## src/rtl/cdb_writeback_arbiter.sv

```systemverilog
// Write-back arbiter: five one-entry FU holding buffers serialised onto a
// single registered common data bus by a round-robin arbiter.
module cdb_writeback_arbiter #(
  parameter int DATA_WIDTH    = 6,
  parameter int NUM_FU        = 5,
  parameter int ROB_IDX_WIDTH = 5
) (
  input  logic                                    clk,
  input  logic                                    rst,
  input  logic                                    flush,
  input  logic [NUM_FU-1:0]                       fu_valid,
  output logic [NUM_FU-1:0]                       fu_ready,
  input  logic [NUM_FU-1:0][DATA_WIDTH-1:0]       fu_pd_s,
  input  logic [NUM_FU-1:0][31:0]                 fu_pd_v,
  input  logic [NUM_FU-1:0][ROB_IDX_WIDTH-1:0]    fu_rob_idx,
  output logic                                    cdb_valid,
  output logic [DATA_WIDTH-1:0]                   cdb_pd_s,
  output logic [31:0]                             cdb_pd_v,
  output logic [ROB_IDX_WIDTH-1:0]                cdb_rob_idx,
  output logic                                    regf_we
);

  localparam int PTR_W = (NUM_FU > 1) ? $clog2(NUM_FU) : 1;
  localparam logic [PTR_W:0] NUM_FU_X = (PTR_W+1)'(NUM_FU);

  // Reduce a pointer sum (always < 2*NUM_FU) back into 0..NUM_FU-1.
  function automatic logic [PTR_W-1:0] wrap_idx(input logic [PTR_W:0] v);
    logic [PTR_W:0] r;
    if (v >= NUM_FU_X) begin
      r = v - NUM_FU_X;
    end else begin
      r = v;
    end
    return r[PTR_W-1:0];
  endfunction

  logic [NUM_FU-1:0]                    held_r;
  logic [NUM_FU-1:0][DATA_WIDTH-1:0]    buf_pd_s_r;
  logic [NUM_FU-1:0][31:0]              buf_pd_v_r;
  logic [NUM_FU-1:0][ROB_IDX_WIDTH-1:0] buf_rob_r;
  logic [PTR_W-1:0]                     rr_ptr_r;

  logic                                 cdb_valid_r;
  logic [DATA_WIDTH-1:0]                cdb_pd_s_r;
  logic [31:0]                          cdb_pd_v_r;
  logic [ROB_IDX_WIDTH-1:0]             cdb_rob_r;
  logic                                 regf_we_r;

  logic [NUM_FU-1:0]                    grant_s;
  logic                                 grant_any_s;
  logic [PTR_W-1:0]                     grant_idx_s;
  logic [PTR_W-1:0]                     cand_s;
  logic [NUM_FU-1:0]                    accept_s;

  // Round-robin pick: first held entry scanning upward from rr_ptr.
  always_comb begin
    grant_any_s = 1'b0;
    grant_idx_s = '0;
    cand_s      = '0;
    grant_s     = '0;
    for (int k = 0; k < NUM_FU; k++) begin
      cand_s = wrap_idx({1'b0, rr_ptr_r} + (PTR_W+1)'(k));
      if (!grant_any_s && held_r[cand_s]) begin
        grant_any_s = 1'b1;
        grant_idx_s = cand_s;
      end else begin
        grant_any_s = grant_any_s;
      end
    end
    for (int i = 0; i < NUM_FU; i++) begin
      grant_s[i] = grant_any_s && (grant_idx_s == PTR_W'(i));
    end
  end

  // A granted slot is free again in the same cycle; flush blocks all accepts.
  assign fu_ready = {NUM_FU{~flush}} & (~held_r | grant_s);
  assign accept_s = fu_valid & fu_ready;

  // Holding buffer payloads: captured on each accepted handshake.
  always_ff @(posedge clk or negedge rst) begin
    if (!rst) begin
      buf_pd_s_r <= '0;
      buf_pd_v_r <= '0;
      buf_rob_r  <= '0;
    end else begin
      for (int i = 0; i < NUM_FU; i++) begin
        if (accept_s[i]) begin
          buf_pd_s_r[i] <= fu_pd_s[i];
          buf_pd_v_r[i] <= fu_pd_v[i];
          buf_rob_r[i]  <= fu_rob_idx[i];
        end else begin
          buf_pd_s_r[i] <= buf_pd_s_r[i];
          buf_pd_v_r[i] <= buf_pd_v_r[i];
          buf_rob_r[i]  <= buf_rob_r[i];
        end
      end
    end
  end

  // Occupancy flags, round-robin pointer and the registered CDB broadcast.
  always_ff @(posedge clk or negedge rst) begin
    if (!rst) begin
      held_r      <= '0;
      rr_ptr_r    <= '0;
      cdb_valid_r <= 1'b0;
      cdb_pd_s_r  <= '0;
      cdb_pd_v_r  <= 32'h0000_0000;
      cdb_rob_r   <= '0;
      regf_we_r   <= 1'b0;
    end else if (flush) begin
      held_r      <= '0;
      cdb_valid_r <= 1'b0;
      regf_we_r   <= 1'b0;
    end else begin
      for (int i = 0; i < NUM_FU; i++) begin
        if (accept_s[i]) begin
          held_r[i] <= 1'b1;
        end else if (grant_s[i]) begin
          held_r[i] <= 1'b0;
        end else begin
          held_r[i] <= held_r[i];
        end
      end
      if (grant_any_s) begin
        cdb_valid_r <= 1'b1;
        cdb_pd_s_r  <= buf_pd_s_r[grant_idx_s];
        cdb_pd_v_r  <= buf_pd_v_r[grant_idx_s];
        cdb_rob_r   <= buf_rob_r[grant_idx_s];
        // Writes to the zero register still complete in the ROB but never hit the regfile.
        regf_we_r   <= (buf_pd_s_r[grant_idx_s] != '0);
        rr_ptr_r    <= wrap_idx({1'b0, grant_idx_s} + {{PTR_W{1'b0}}, 1'b1});
      end else begin
        cdb_valid_r <= 1'b0;
        regf_we_r   <= 1'b0;
        rr_ptr_r    <= rr_ptr_r;
      end
    end
  end

  assign cdb_valid   = cdb_valid_r;
  assign cdb_pd_s    = cdb_pd_s_r;
  assign cdb_pd_v    = cdb_pd_v_r;
  assign cdb_rob_idx = cdb_rob_r;
  assign regf_we     = regf_we_r;

endmodule
```

## config.mk

```make
export PLATFORM = sky130hd
export DESIGN_NAME = cdb_writeback_arbiter
export DESIGN_NICKNAME = d
export VERILOG_FILES = /design/src/rtl/cdb_writeback_arbiter.sv
export SDC_FILE = /design/constraint.sdc
export NUM_CORES = 1
export LEC_CHECK = 0
export CAP_MARGIN = 5
export CORE_AREA = 2 2 160 162
export DETAILED_ROUTE_END_ITERATION = 16
export DIE_AREA = 0 0 162 164
export PLACE_DENSITY = 0.92
export SYNTH_ARGS = -nofsm -noshare
export SYNTH_HDL_FRONTEND = slang
export SYNTH_SLANG_ARGS = --single-unit
```

## constraint.sdc

```tcl
create_clock -name clk -period 11.3 [get_ports clk]
set_input_delay 1.13 -clock clk [delete_from_list [all_inputs] [get_ports clk]]
set_output_delay 1.13 -clock clk [all_outputs]
set_load 0.005 [all_outputs]
```

==> results of run 1 <==
[stage by stage]
| step | instance area, µm² | hold slack, ns | util |
|---|---|---|---|
| 2_1_floorplan | 13630 | 0.4635 | - |
| 3_3_place_gp | 16350 | 0.4632 | 0.6587 |
| 3_5_place_dp | 16350 | 0.4759 | 0.6587 |
| 4_1_cts | 17270 | 0.4930 | 0.6959 |
| 5_1_grt | 17270 | 0.5025 | 0.6959 |
| 6_report | 17280 | 0.4892 | 0.6961 |
[registers in the layout, summed over array words and instances, names as in the netlist]
name / flops
buf_pd_s_r: 30
cdb_pd_v: 32
buf_rob_r: 25
cdb_valid: 1
buf_pd_v_r: 160
regf_we: 1
cdb_pd_s: 6
cdb_rob_idx: 5
held_r: 5
rr_ptr_r: 3
[worst paths after layout]
path | end | slack, ns | cells past startpoint
setup / recovery | fu_ready[3] | 4.25 | 17
hold / removal | buf_pd_v_r[155]$_DFFE_PN0P_ | 0.49 | 1
setup reg to reg | buf_rob_r[16]$_DFFE_PN0P_ | 5.12 | 19
hold reg to reg | buf_pd_v_r[155]$_DFFE_PN0P_ | 0.49 | 1
max in group asynchronous | buf_pd_v_r[0]$_DFFE_PN0P_ | 9.05 | 2
min in group asynchronous | buf_pd_v_r[35]$_DFFE_PN0P_ | 0.67 | 1
[cell usage after synthesis, drive strengths merged, types with 5 or more instances]
library cell and count:
nand3 9, buf 54, nand2 59, ha 14, mux2 219, inv 10, o211ai 5, a21oi 25
dfrtp 268, mux2i 170, o21ai 55, clkbuf 12, nor3 5, and2 7, nand2b 7, nor2 18
[cell families (layout without fill, tap and decap cells)]
kind of cell / Yosys count / in the layout / synth area share
AOI/OAI and AO/OA: 118 / 118 / 0.05655
adders and majority gates: 15 / 15 / 0.01432
DFF: 268 / 268 / 0.4921
xor gates and xnor gates: 4 / 4 / 0.002570
buffers and inverters: 78 / 343 / 0.04094
other: 0 / 2 / 0
and+or+nand+nor: 138 / 138 / 0.05141
muxes: 391 / 391 / 0.3421
[layer usage]
layer	vias to the layer above	global-route usage	share of wire
li1	4125	-	-
met1	4578	0.3436	0.42
met4	0	0.08930	0.031
met3	63	0.06162	0.062
met5	-	0	0
met2	277	0.4352	0.48
[layout make-up]
class,count,area (µm²),area share
inverters,12,50.05,0.002897
clock inverters,9,98.84,0.005721
well taps,330,412.9,0.02390
flip-flops and latches,268,6706,0.3882
diodes,2,5.005,0.0002897
clock buffers,42,824.5,0.04773
repair buffers,280,2788,0.1614
multi-input cells,666,6391,0.3699
==> impl_summary.log, run 1 <==
INFO  metric startpoint_of_the_worst_setup_timing_path = rr_ptr_r[0]$_DFFE_PN0P_
INFO  metric drt.antenna.violating_nets = 0
INFO  metric dp_cells = ~1600
INFO  metric final-setup-viol-count = 0
INFO  metric place.gp.congestion = 0.8411
INFO  metric worstPathBufferInverterCount = 5
INFO  metric clockRootBuffer = sky130_fd_sc_hd__clkbuf_16
INFO  metric clk_latency = ~0.55 ns
INFO  metric clock_path_buffers = 3
INFO  metric drt_pre_antenna_iters = 5
INFO  metric std_cell_rows = between 50 and 60
INFO  metric die-area = between 20000 and 30000 µm²
INFO  metric synth.top_cells.by_area = sky130_fd_sc_hd__dfrtp_1 49%, sky130_fd_sc_hd__mux2_4 13%, sky130_fd_sc_hd__mux2i_1 12%, sky130_fd_sc_hd__mux2_2 6.5%, sky130_fd_sc_hd__mux2_1 1.7%
INFO  metric drc_errors = 0
INFO  metric critical_path.cell_chain = buf_4, clkinv_1, ha_1, nor2b_1, a32oi_1, and2_2, a2111oi_4, o31a_1, nand2_1, o21ai_4, buf_4, inv_1, ha_1, ha_1, a21oi_1, nor2_1, clkdlybuf4s50_1
INFO  metric setup.worst_path.class = flop to primary output
INFO  metric post_cts_resize_count = 0
INFO  metric dieWidth = about 160 µm
INFO  metric synth.net_count = around 1300
INFO  metric global_route.usage.total = 0.2632
INFO  metric finalWorstPathRequiredPeriod = between 7 and 8 ns
INFO  metric syn_to_final_growth = 26.76%
INFO  metric design.final.nets = 1495
INFO  metric clk_pin_slew = around 0.060 ns
INFO  metric number_of_antenna_violations_at_the_first_check_in_global_routing = 1
INFO  metric grt_start_max_net_pins = around 130
INFO  metric synth_ff_type = sky130_fd_sc_hd__dfrtp_1
INFO  metric end_kind = primary output
INFO  metric synth_seq_area_share = 0.4921
INFO  metric r2r-start = rr_ptr_r[0]$_DFFE_PN0P_
INFO  metric synth_enable_flop_cells = 0
INFO  metric timing.critical_path.required = roughly 10 ns
INFO  metric final_common_cell = sky130_fd_sc_hd__clkdlybuf4s50_1
INFO  metric stdcell_count = 1609
INFO  metric via_count_of_the_first_global_routing_pass = just under 10000
INFO  metric max-slew-margin-rel = 0.2985
INFO  metric synth_instances = approximately 1000
INFO  metric skew = approximately 0.014 ns
INFO  metric globalRoute.totalOverflow = 0
INFO  metric max_clock_freq = approximately 140 MHz
INFO  metric post-dp-hpwl = roughly 23000 µm
INFO  metric run_status = finished, final reports clean
INFO  metric initialDrtViolationCount = 525
INFO  metric asyncSetResetFlopFracSynth = 1.000
INFO  metric crit_path_max_fanout = 36
INFO  metric avgRoutedWirePerCell = ~22 µm
INFO  metric totalNegativeSetupSlack = 0 ns
INFO  metric mostFrequentLayoutCells = 271 x sky130_fd_sc_hd__clkdlybuf4s50_1, 268 x sky130_fd_sc_hd__dfrtp_1, 170 x sky130_fd_sc_hd__mux2i_1, 120 x sky130_fd_sc_hd__mux2_4, 79 x sky130_fd_sc_hd__mux2_2
INFO  metric syn-cell-area = between 10000 and 15000 µm²
INFO  metric cts.hold.buffers_added = 0
INFO  metric worst_slew_pin_slew = between 1 and 1.5 ns
INFO  metric min_path_type = flop to flop
INFO  metric cts_inserted_buffers = 29
INFO  metric critical_path.slowest_cell = sky130_fd_sc_hd__ha_1
INFO  metric pre_cts_ws = just under 5 ns
INFO  metric yosys_cell_types = 76
INFO  metric clock-sinks = 268
INFO  metric floorplan.io_pins = ~270
INFO  metric floorplan.initialDensity = 0.5492
INFO  metric detail_route.wirelength = roughly 35000 µm
INFO  metric finalCritPeriodShare = 0.6243
INFO  metric critical_path_most_common_cell = sky130_fd_sc_hd__ha_1
INFO  metric max_cap_violations = 0
INFO  metric post-synth-top-area-fraction = 0.4921
INFO  metric die_height = approximately 160 µm
INFO  metric post_cts.repair.setup_buffers = 0
INFO  metric worst_hold_startpoint = buf_pd_v_r[155]$_DFFE_PN0P_
INFO  metric critical_path.startpoint_type = flop
INFO  metric ys_ff_latch = between 200 and 300
INFO  metric detailroute.via_count = around 9000
INFO  metric core-area = 24820 µm²
INFO  metric drive_above_1_share = 0.2208
INFO  metric grt_pass1_wl = ~55000 µm
INFO  metric portBuffers = 272
INFO  metric finalWorstSetupSlack = approximately 4.2 ns
INFO  metric critPathArrivalTime = 5.92 ns
INFO  metric netlist.top_cell.by_area = sky130_fd_sc_hd__dfrtp_1
INFO  metric critical-path-max-stage-delay = about 0.84 ns
INFO  metric final_hold_viol_count = 0
INFO  metric cpLargestDelayFamily = buffers and inverters
INFO  metric postSynthAreaPerCell = ~13 µm²
INFO  metric cts_tree = done
INFO  metric nFillCells = about 1700
INFO  metric cts_htree_levels = 1
INFO  metric synthesis.yosys.warnings = 0
INFO  metric rsz0062_at_grt = false
INFO  metric finalMaxSlewViolations = 0
INFO  metric vias_per_cell = around 5.6
Power of run 1 is not shown: default switching activity piles up to over one toggle a cycle in this logic, so the estimate is an artifact.
==> run 2: changes to the inputs <==
--- a/config.mk
+++ b/config.mk
@@ -6,10 +6,10 @@
 export NUM_CORES = 1
 export LEC_CHECK = 0
 export CAP_MARGIN = 5
-export CORE_AREA = 2 2 160 162
+export CORE_AREA = 2 2 174 176
 export DETAILED_ROUTE_END_ITERATION = 16
-export DIE_AREA = 0 0 162 164
-export PLACE_DENSITY = 0.92
+export DIE_AREA = 0 0 176 178
+export PLACE_DENSITY = 0.84
 export SYNTH_ARGS = -nofsm -noshare
 export SYNTH_HDL_FRONTEND = slang
 export SYNTH_SLANG_ARGS = --single-unit
==> constraint.sdc (replaced) <==
create_clock -name clk -period 5.7 [get_ports clk]
set_input_delay 0.57 -clock clk [delete_from_list [all_inputs] [get_ports clk]]
set_output_delay 0.57 -clock clk [all_outputs]
set_load 0.005 [all_outputs]
==> run 2 against run 1 <==
  * Wire length is 4.9% higher
  * Clock skew rose by 0.013 ns
  * Register-to-register slack got worse by 4.2 ns
  * First-iteration DRC count increased by 1.1%
  * Clock-buffer cell count grew 4
  * Sequential share of layout area down 0.90 points
  * Design area increased by 2.4%
  * Non-clock buffer count is 11 higher
  * Utilization is 9.5 points lower
  * Global-route usage shrank 3.0 points
  * Largest cell class unchanged
==> impl_summary.log, run 2 (same netlist as run 1, synthesis figures left out) <==
INFO  metric run_status = finished, final reports clean (unchanged)
INFO  metric detailroute.via_count = 9188 (was 9043)
INFO  metric number_of_antenna_violations_at_the_first_check_in_global_routing = 3 (was 1)
INFO  metric finalWorstSetupSlack = 0.3116 ns (was 4.245 ns)
INFO  metric cts_htree_levels = 1 (unchanged)
INFO  metric drc_errors = 0 (unchanged)
INFO  metric clockRootBuffer = sky130_fd_sc_hd__clkbuf_16 (unchanged)
INFO  metric syn_to_final_growth = 29.75% (was 26.76%)
INFO  metric timing.critical_path.required = 5.13 ns (was 10.17 ns)
INFO  metric crit_path_max_fanout = 9 (was 36)
INFO  metric finalCritPeriodShare = 0.9453
INFO  metric portBuffers = 272 (unchanged)
INFO  metric clk_latency = 0.57 ns (was 0.55 ns)
INFO  metric critical-path-max-stage-delay = 0.47 ns (was 0.84 ns)
INFO  metric post-dp-hpwl = 24480 µm (was 23080 µm)
INFO  metric critical_path.cell_chain = clkinvlp_4, ha_1, inv_1, fa_1, a21oi_2, a21oi_1, o211ai_1, nand4_1, nor3b_1, o211ai_1, o21ai_4, inv_1, ha_1, ha_1, a21oi_1, nor2_1, clkdlybuf4s50_1 (was buf_4, clkinv_1, ha_1, nor2b_1, a32oi_1, and2_2, a2111oi_4, o31a_1, nand2_1, o21ai_4, buf_4, inv_1, ha_1, ha_1, a21oi_1, nor2_1, clkdlybuf4s50_1)
INFO  metric finalWorstPathRequiredPeriod = approximately 5.4 ns
INFO  metric avgRoutedWirePerCell = 21.79 µm (was 21.72 µm)
INFO  metric die_height = 178 µm (was 164 µm)
INFO  metric max_clock_freq = around 190 MHz
INFO  metric cts_tree = done (unchanged)
INFO  metric grt_pass1_wl = 56530 µm (was 54700 µm)
INFO  metric max_cap_violations = 0 (unchanged)
INFO  metric critical_path.slowest_cell = sky130_fd_sc_hd__clkdlybuf4s50_1 (was sky130_fd_sc_hd__ha_1)
INFO  metric die-area = 31330 µm² (was 26570 µm²)
INFO  metric finalMaxSlewViolations = 0 (unchanged)
INFO  metric detail_route.wirelength = 36670 µm (was 34950 µm)
INFO  metric final_hold_viol_count = 0 (unchanged)
INFO  metric min_path_type = input port to asynchronous set/reset pin (was flop to flop)
INFO  metric clk_pin_slew = 0.06 ns (about the same)
INFO  metric initialDrtViolationCount = 531 (was 525)
INFO  metric largest_reg_flops = 160 (unchanged)
INFO  metric cts.hold.buffers_added = 0 (unchanged)
INFO  metric mostFrequentLayoutCells = 271 x sky130_fd_sc_hd__clkdlybuf4s50_1, 268 x sky130_fd_sc_hd__dfrtp_1, 170 x sky130_fd_sc_hd__mux2i_1, 120 x sky130_fd_sc_hd__mux2_4, 79 x sky130_fd_sc_hd__mux2_2 (unchanged)
INFO  metric post_cts_resize_count = 0 (unchanged)
INFO  metric pre_cts_ws = 0.6950 ns (was 4.849 ns)
INFO  metric global_route.usage.total = 0.2331 (was 0.2632)
INFO  metric totalNegativeSetupSlack = 0 ns (unchanged)
INFO  metric largest_register = buf_pd_v_r (unchanged)
INFO  metric drive_above_1_share = 0.2353 (was 0.2208)
INFO  metric setup.worst_path.class = flop to primary output (unchanged)
INFO  metric clock_path_buffers = 3 (unchanged)
INFO  metric end_kind = primary output (unchanged)
INFO  metric final_common_cell = sky130_fd_sc_hd__clkdlybuf4s50_1 (unchanged)
INFO  metric critical_path.startpoint_type = flop (unchanged)
INFO  metric dieWidth = 176 µm (was 162 µm)
INFO  metric post_cts.repair.setup_buffers = 0 (unchanged)
INFO  metric std_cell_rows = 63 (was 58)
INFO  metric design.final.nets = 1507 (was 1495)
INFO  metric max-slew-margin-rel = 0.3600 (was 0.2985)
INFO  metric critPathArrivalTime = 4.82 ns (was 5.92 ns)
INFO  metric drt_pre_antenna_iters = 7 (was 5)
INFO  metric core-area = 29400 µm² (was 24820 µm²)
INFO  metric worst_slew_pin_slew = 0.9600 ns (was 1.052 ns)
INFO  metric floorplan.initialDensity = 0.4636 (was 0.5492)
INFO  metric nFillCells = 2292 (was 1733)
INFO  metric clock-sinks = 268 (unchanged)
INFO  metric final-setup-viol-count = 0 (unchanged)
INFO  metric rsz0062_at_grt = false (unchanged)
INFO  metric post_layout_util = 0.6015 (was 0.6961)
INFO  metric via_count_of_the_first_global_routing_pass = 9936 (was 9854)
INFO  metric grt_start_max_net_pins = 146 (was 126)
INFO  metric critical_path_most_common_cell = sky130_fd_sc_hd__ha_1 (unchanged)
INFO  metric cts_inserted_buffers = 30 (was 29)
INFO  metric skew = 0.02713 ns (was 0.01387 ns)
INFO  metric drt.antenna.violating_nets = 0 (unchanged)
INFO  metric globalRoute.totalOverflow = 0 (unchanged)
INFO  metric floorplan.io_pins = 273 (unchanged)
INFO  metric place.gp.congestion = 0.8443 (was 0.8411)
INFO  metric vias_per_cell = 5.459 (was 5.620)
[run 2: changes by cell type in the layout (fill, tap and decap cells not counted), moves of 2 or more]
cell | before | now
sky130_fd_sc_hd__buf_12 | 0 | 9
sky130_fd_sc_hd__buf_4 | 8 | 10
sky130_fd_sc_hd__clkbuf_8 | 5 | 9
sky130_fd_sc_hd__ha_1 | 14 | 12
[run 2: final cells by class]
type	count	area [µm²]	area share
Clock buffer	46	900.9	0.05094
Clock inverter	9	123.9	0.007004
Multi-Input combinational cell	666	6424	0.3632
Timing Repair Buffer	291	2983	0.1687
Tap cell	390	488.0	0.02759
Inverter	12	56.30	0.003184
Antenna cell	1	2.502	0.0001415
Sequential cell	268	6706	0.3792
[run 2: metal layers]
metal / GRT usage / vias up / wire length, µm
li1: - / 4155 / -
met1: 0.2931 / 4655 / 15040
met2: 0.3991 / 307 / 17920
met3: 0.05733 / 69 / 2591
met4: 0.07025 / 2 / 1110
met5: 0 / - / 13
[run 2: path summary, 6_finish.rpt]
kind,start,end,slack (ns),depth (start not counted)
worst max register to register,rr_ptr_r[0]$_DFFE_PN0P_,rr_ptr_r[1]$_DFFE_PN0P_,0.94,18
max in group asynchronous,rst,buf_pd_v_r[121]$_DFFE_PN0P_,4.24,2
min in group clk,cdb_pd_v[10]$_DFFE_PN0P_,cdb_pd_v[10]$_DFFE_PN0P_,0.48,2
worst min-delay path,rst,buf_pd_v_r[99]$_DFFE_PN0P_,0.1,1
worst min register to register,cdb_pd_v[10]$_DFFE_PN0P_,cdb_pd_v[10]$_DFFE_PN0P_,0.48,2
worst max-delay path,rr_ptr_r[0]$_DFFE_PN0P_,fu_ready[3],0.31,17
[run 2: per-stage QoR]
| stage | hold WS (ns) | cells | cell area (µm²) |
|---|---|---|---|
| 2_1_floorplan | 0.2744 | 1012 | 13630 |
| 3_3_place_gp | 0.4631 | 1627 | 16620 |
| 3_5_place_dp | 0.4743 | 1627 | 16620 |
| 4_1_cts | 0.1447 | 1682 | 17640 |
| 5_1_grt | 0.1766 | 1683 | 17680 |
| 6_report | 0.09594 | 1683 | 17680 |
[run 2: critical path, delay by kind of cell, from the launching register on]
kind                       cells  cell delay [ns]
AOI/OAI and AO/OA              6             1.30
adders and majority gates      4             1.03
buffers and inverters          4             0.80
and+or+nand+nor                3             0.71
DFF                            1             0.40
Power of run 2 is left out for the same reason.
==> run 3: changes to the inputs <==
--- a/config.mk
+++ b/config.mk
@@ -6,9 +6,9 @@
 export NUM_CORES = 1
 export LEC_CHECK = 0
 export CAP_MARGIN = 5
-export CORE_AREA = 2 2 174 176
+export CORE_AREA = 4 4 176 178
 export DETAILED_ROUTE_END_ITERATION = 16
-export DIE_AREA = 0 0 176 178
+export DIE_AREA = 0 0 180 182
 export PLACE_DENSITY = 0.84
 export SYNTH_ARGS = -nofsm -noshare
 export SYNTH_HDL_FRONTEND = slang
==> run 3 against run 2 <==
  * Critical path depth down 2
  * Sequential cell count unchanged
  * Utilization down 0.25 points
  * Fmax down 0.21%
  * Die area up 4.6%
  * Wire length down 1.5%
==> impl_summary.log, run 3 (same netlist as run 1, synthesis figures left out) <==
INFO  metric final_hold_viol_count = 0 (unchanged)
INFO  metric clock_path_buffers = 3 (unchanged)
INFO  metric critical_path.slowest_cell = sky130_fd_sc_hd__clkdlybuf4s50_1 (unchanged)
INFO  metric setup.worst_path.class = flop to primary output (unchanged)
INFO  metric area_of_combinational_cells_with_multiple_inputs = 6422 µm² (was 6424 µm²)
INFO  metric design.final.nets = 1507 (unchanged)
INFO  metric worstRegToRegCells = 17 (was 18)
INFO  metric die_height = 182 µm (was 178 µm)
INFO  metric avgRoutedWirePerCell = 21.48 µm (was 21.79 µm)
INFO  metric finalCritPeriodShare = 0.9474 (was 0.9453)
INFO  metric max_cap_violations = 0 (unchanged)
INFO  metric cts_inserted_buffers = 28 (was 30)
INFO  metric via_count_of_the_first_global_routing_pass = 9964 (was 9936)
INFO  metric detail_route.wirelength = 36100 µm (was 36670 µm)
INFO  metric post_cts.repair.setup_buffers = 0 (unchanged)
INFO  metric critical_path.startpoint_type = flop (unchanged)
INFO  metric clk_pin_slew = 0.06 ns (about the same)
INFO  metric floorplan.io_pins = 273 (unchanged)
INFO  metric critical-path-max-stage-delay = 0.55 ns (was 0.47 ns)
INFO  metric critPathArrivalTime = 4.83 ns (was 4.82 ns)
INFO  metric drt.antenna.violating_nets = 0 (unchanged)
INFO  metric totalNegativeSetupSlack = 0 ns (unchanged)
INFO  metric nFillCells = 2252 (was 2292)
INFO  metric portBuffers = 272 (unchanged)
INFO  metric max_clock_freq = 185.2 MHz (was 185.6 MHz)
INFO  metric min_path_type = input port to asynchronous set/reset pin (unchanged)
INFO  metric post-dp-hpwl = 24820 µm (was 24480 µm)
INFO  metric worst_slew_pin_slew = 1.020 ns (was 0.9600 ns)
INFO  metric drive_above_1_share = 0.2341 (was 0.2353)
INFO  metric cpLargestDelayFamily = buffers and inverters (was compound AO/OA/AOI/OAI gates)
INFO  metric max-slew-margin-rel = 0.3198 (was 0.3600)
INFO  metric grt_start_max_net_pins = 138 (was 146)
INFO  metric seq_area = 6706 µm² (unchanged)
INFO  metric end_kind = primary output (unchanged)
INFO  metric critical_path.cell_chain = clkinv_1, ha_4, nor2b_1, a32oi_2, and2_2, a2111oi_4, o31ai_1, nor4b_1, o21ai_2, inv_2, ha_1, ha_1, a21oi_1, nor2_1, clkdlybuf4s50_1 (was clkinvlp_4, ha_1, inv_1, fa_1, a21oi_2, a21oi_1, o211ai_1, nand4_1, nor3b_1, o211ai_1, o21ai_4, inv_1, ha_1, ha_1, a21oi_1, nor2_1, clkdlybuf4s50_1)
INFO  metric r2r-start = rr_ptr_r[0]$_DFFE_PN0P_ (unchanged)
INFO  metric core-area = 29400 µm² (unchanged)
INFO  metric detailroute.via_count = 9139 (was 9188)
INFO  metric skew = 0.01088 ns (was 0.02713 ns)
INFO  metric clk_latency = 0.55 ns (was 0.57 ns)
INFO  metric run_status = finished, final reports clean (unchanged)
INFO  metric mostFrequentLayoutCells = 271 x sky130_fd_sc_hd__clkdlybuf4s50_1, 268 x sky130_fd_sc_hd__dfrtp_1, 170 x sky130_fd_sc_hd__mux2i_1, 120 x sky130_fd_sc_hd__mux2_4, 79 x sky130_fd_sc_hd__mux2_2 (unchanged)
INFO  metric final-setup-viol-count = 0 (unchanged)
INFO  metric drc_errors = 0 (unchanged)
INFO  metric global_route.usage.total = 0.2168 (was 0.2331)
INFO  metric std_cell_rows = 63 (unchanged)
INFO  metric cts_tree = done (unchanged)
INFO  metric floorplan.initialDensity = 0.4636 (unchanged)
INFO  metric die-area = 32760 µm² (was 31330 µm²)
INFO  metric regToRegSetupSlack = 0.84 ns (was 0.94 ns)
INFO  metric globalRoute.totalOverflow = 0 (unchanged)
INFO  metric critical_path_most_common_cell = sky130_fd_sc_hd__ha_1 (unchanged)
INFO  metric post_layout_util = 0.5990 (was 0.6015)
INFO  metric syn_to_final_growth = 29.21% (was 29.75%)
INFO  metric clock-sinks = 268 (unchanged)
INFO  metric dieWidth = 180 µm (was 176 µm)
INFO  metric place.gp.congestion = 0.9336 (was 0.8443)
INFO  metric timing.critical_path.required = 5.13 ns (about the same)
INFO  metric largest_reg_flops = 160 (unchanged)
INFO  metric rsz0062_at_grt = false (unchanged)
INFO  metric initialDrtViolationCount = 422 (was 531)
INFO  metric worstPathBufferInverterCount = 3 (was 4)
INFO  metric crit_path_max_fanout = 18 (was 9)
INFO  metric finalWorstPathRequiredPeriod = 5.400 ns (was 5.388 ns)
INFO  metric clockRootBuffer = sky130_fd_sc_hd__clkbuf_16 (unchanged)
INFO  metric finalMaxSlewViolations = 0 (unchanged)
INFO  metric number_of_antenna_violations_at_the_first_check_in_global_routing = 2 (was 3)
INFO  metric timing.rr.end = buf_pd_v_r[112]$_DFFE_PN0P_ (was rr_ptr_r[1]$_DFFE_PN0P_)
INFO  metric final_common_cell = sky130_fd_sc_hd__clkdlybuf4s50_1 (unchanged)
INFO  metric drt_pre_antenna_iters = 4 (was 7)
INFO  metric cts_htree_levels = 1 (unchanged)
INFO  metric vias_per_cell = 5.437 (was 5.459)
INFO  metric grt_pass1_wl = 57280 µm (was 56530 µm)
INFO  metric largest_register = buf_pd_v_r (unchanged)
[run 3: worst reg2reg max path: cells and delay by family (launching register included)]
| family | cells | cell delay [ns] |
|---|---|---|
| and+or+nand+nor | 5 | 1.37 |
| adders and majority gates | 3 | 0.95 |
| AOI/OAI and AO/OA | 4 | 0.90 |
| buffers and inverters | 4 | 0.74 |
| muxes | 1 | 0.42 |
| DFF | 1 | 0.35 |
[run 3: per-stage QoR]
step / std cells / setup slack, ns / area (µm²) / hold WS [ns]
floorplan: 1012 / 1.144 / 13630 / 0.2744
global placement: 1629 / 0.7003 / 16630 / 0.4676
detailed placement: 1629 / 0.6526 / 16630 / 0.4742
CTS: 1680 / 0.03039 / 17580 / 0.1723
global route: 1680 / 0.003515 / 17610 / 0.2359
finish: 1681 / 0.3000 / 17610 / 0.1238
[run 3: cell type report]
type,instances,area share
timing repair buffer,293,0.1702
tap,390,0.02771
clock inverter,6,0.003908
antenna,1,0.0001421
multi-input combinational,666,0.3647
sequential,268,0.3808
inverter,12,0.002842
clock buffer,45,0.04966
[run 3: repair_timing]
| item | in CTS | in global routing |
|---|---|---|
| hold buffers | 0 | 0 |
| setup endpoints to repair | 0 | 4 |
| resized for setup | 0 | 7 |
[run 3: how the worst max path moves through the flow]
stage,from,end,cells past startpoint
after floorplan,rr_ptr_r[1]$_DFFE_PN0P_,buf_pd_s_r[18]$_DFFE_PN0P_,23
after global placement,rr_ptr_r[0]$_DFFE_PN0P_,fu_ready[3],15
after detailed placement,rr_ptr_r[0]$_DFFE_PN0P_,fu_ready[3],15
after CTS,rr_ptr_r[0]$_DFFE_PN0P_,fu_ready[3],15
after global routing,rr_ptr_r[0]$_DFFE_PN0P_,fu_ready[3],15
final,rr_ptr_r[0]$_DFFE_PN0P_,fu_ready[3],15
[run 3: metal layers]
layer  part of all wire  GRT usage  vias up
li1                   -          -     4155
met1               0.44     0.2890     4654
met2               0.48     0.3631      279
met3              0.063    0.05128       49
met4              0.019    0.04877        2
met5            0.00036          0        -
Power of run 3 is left out for the same reason.
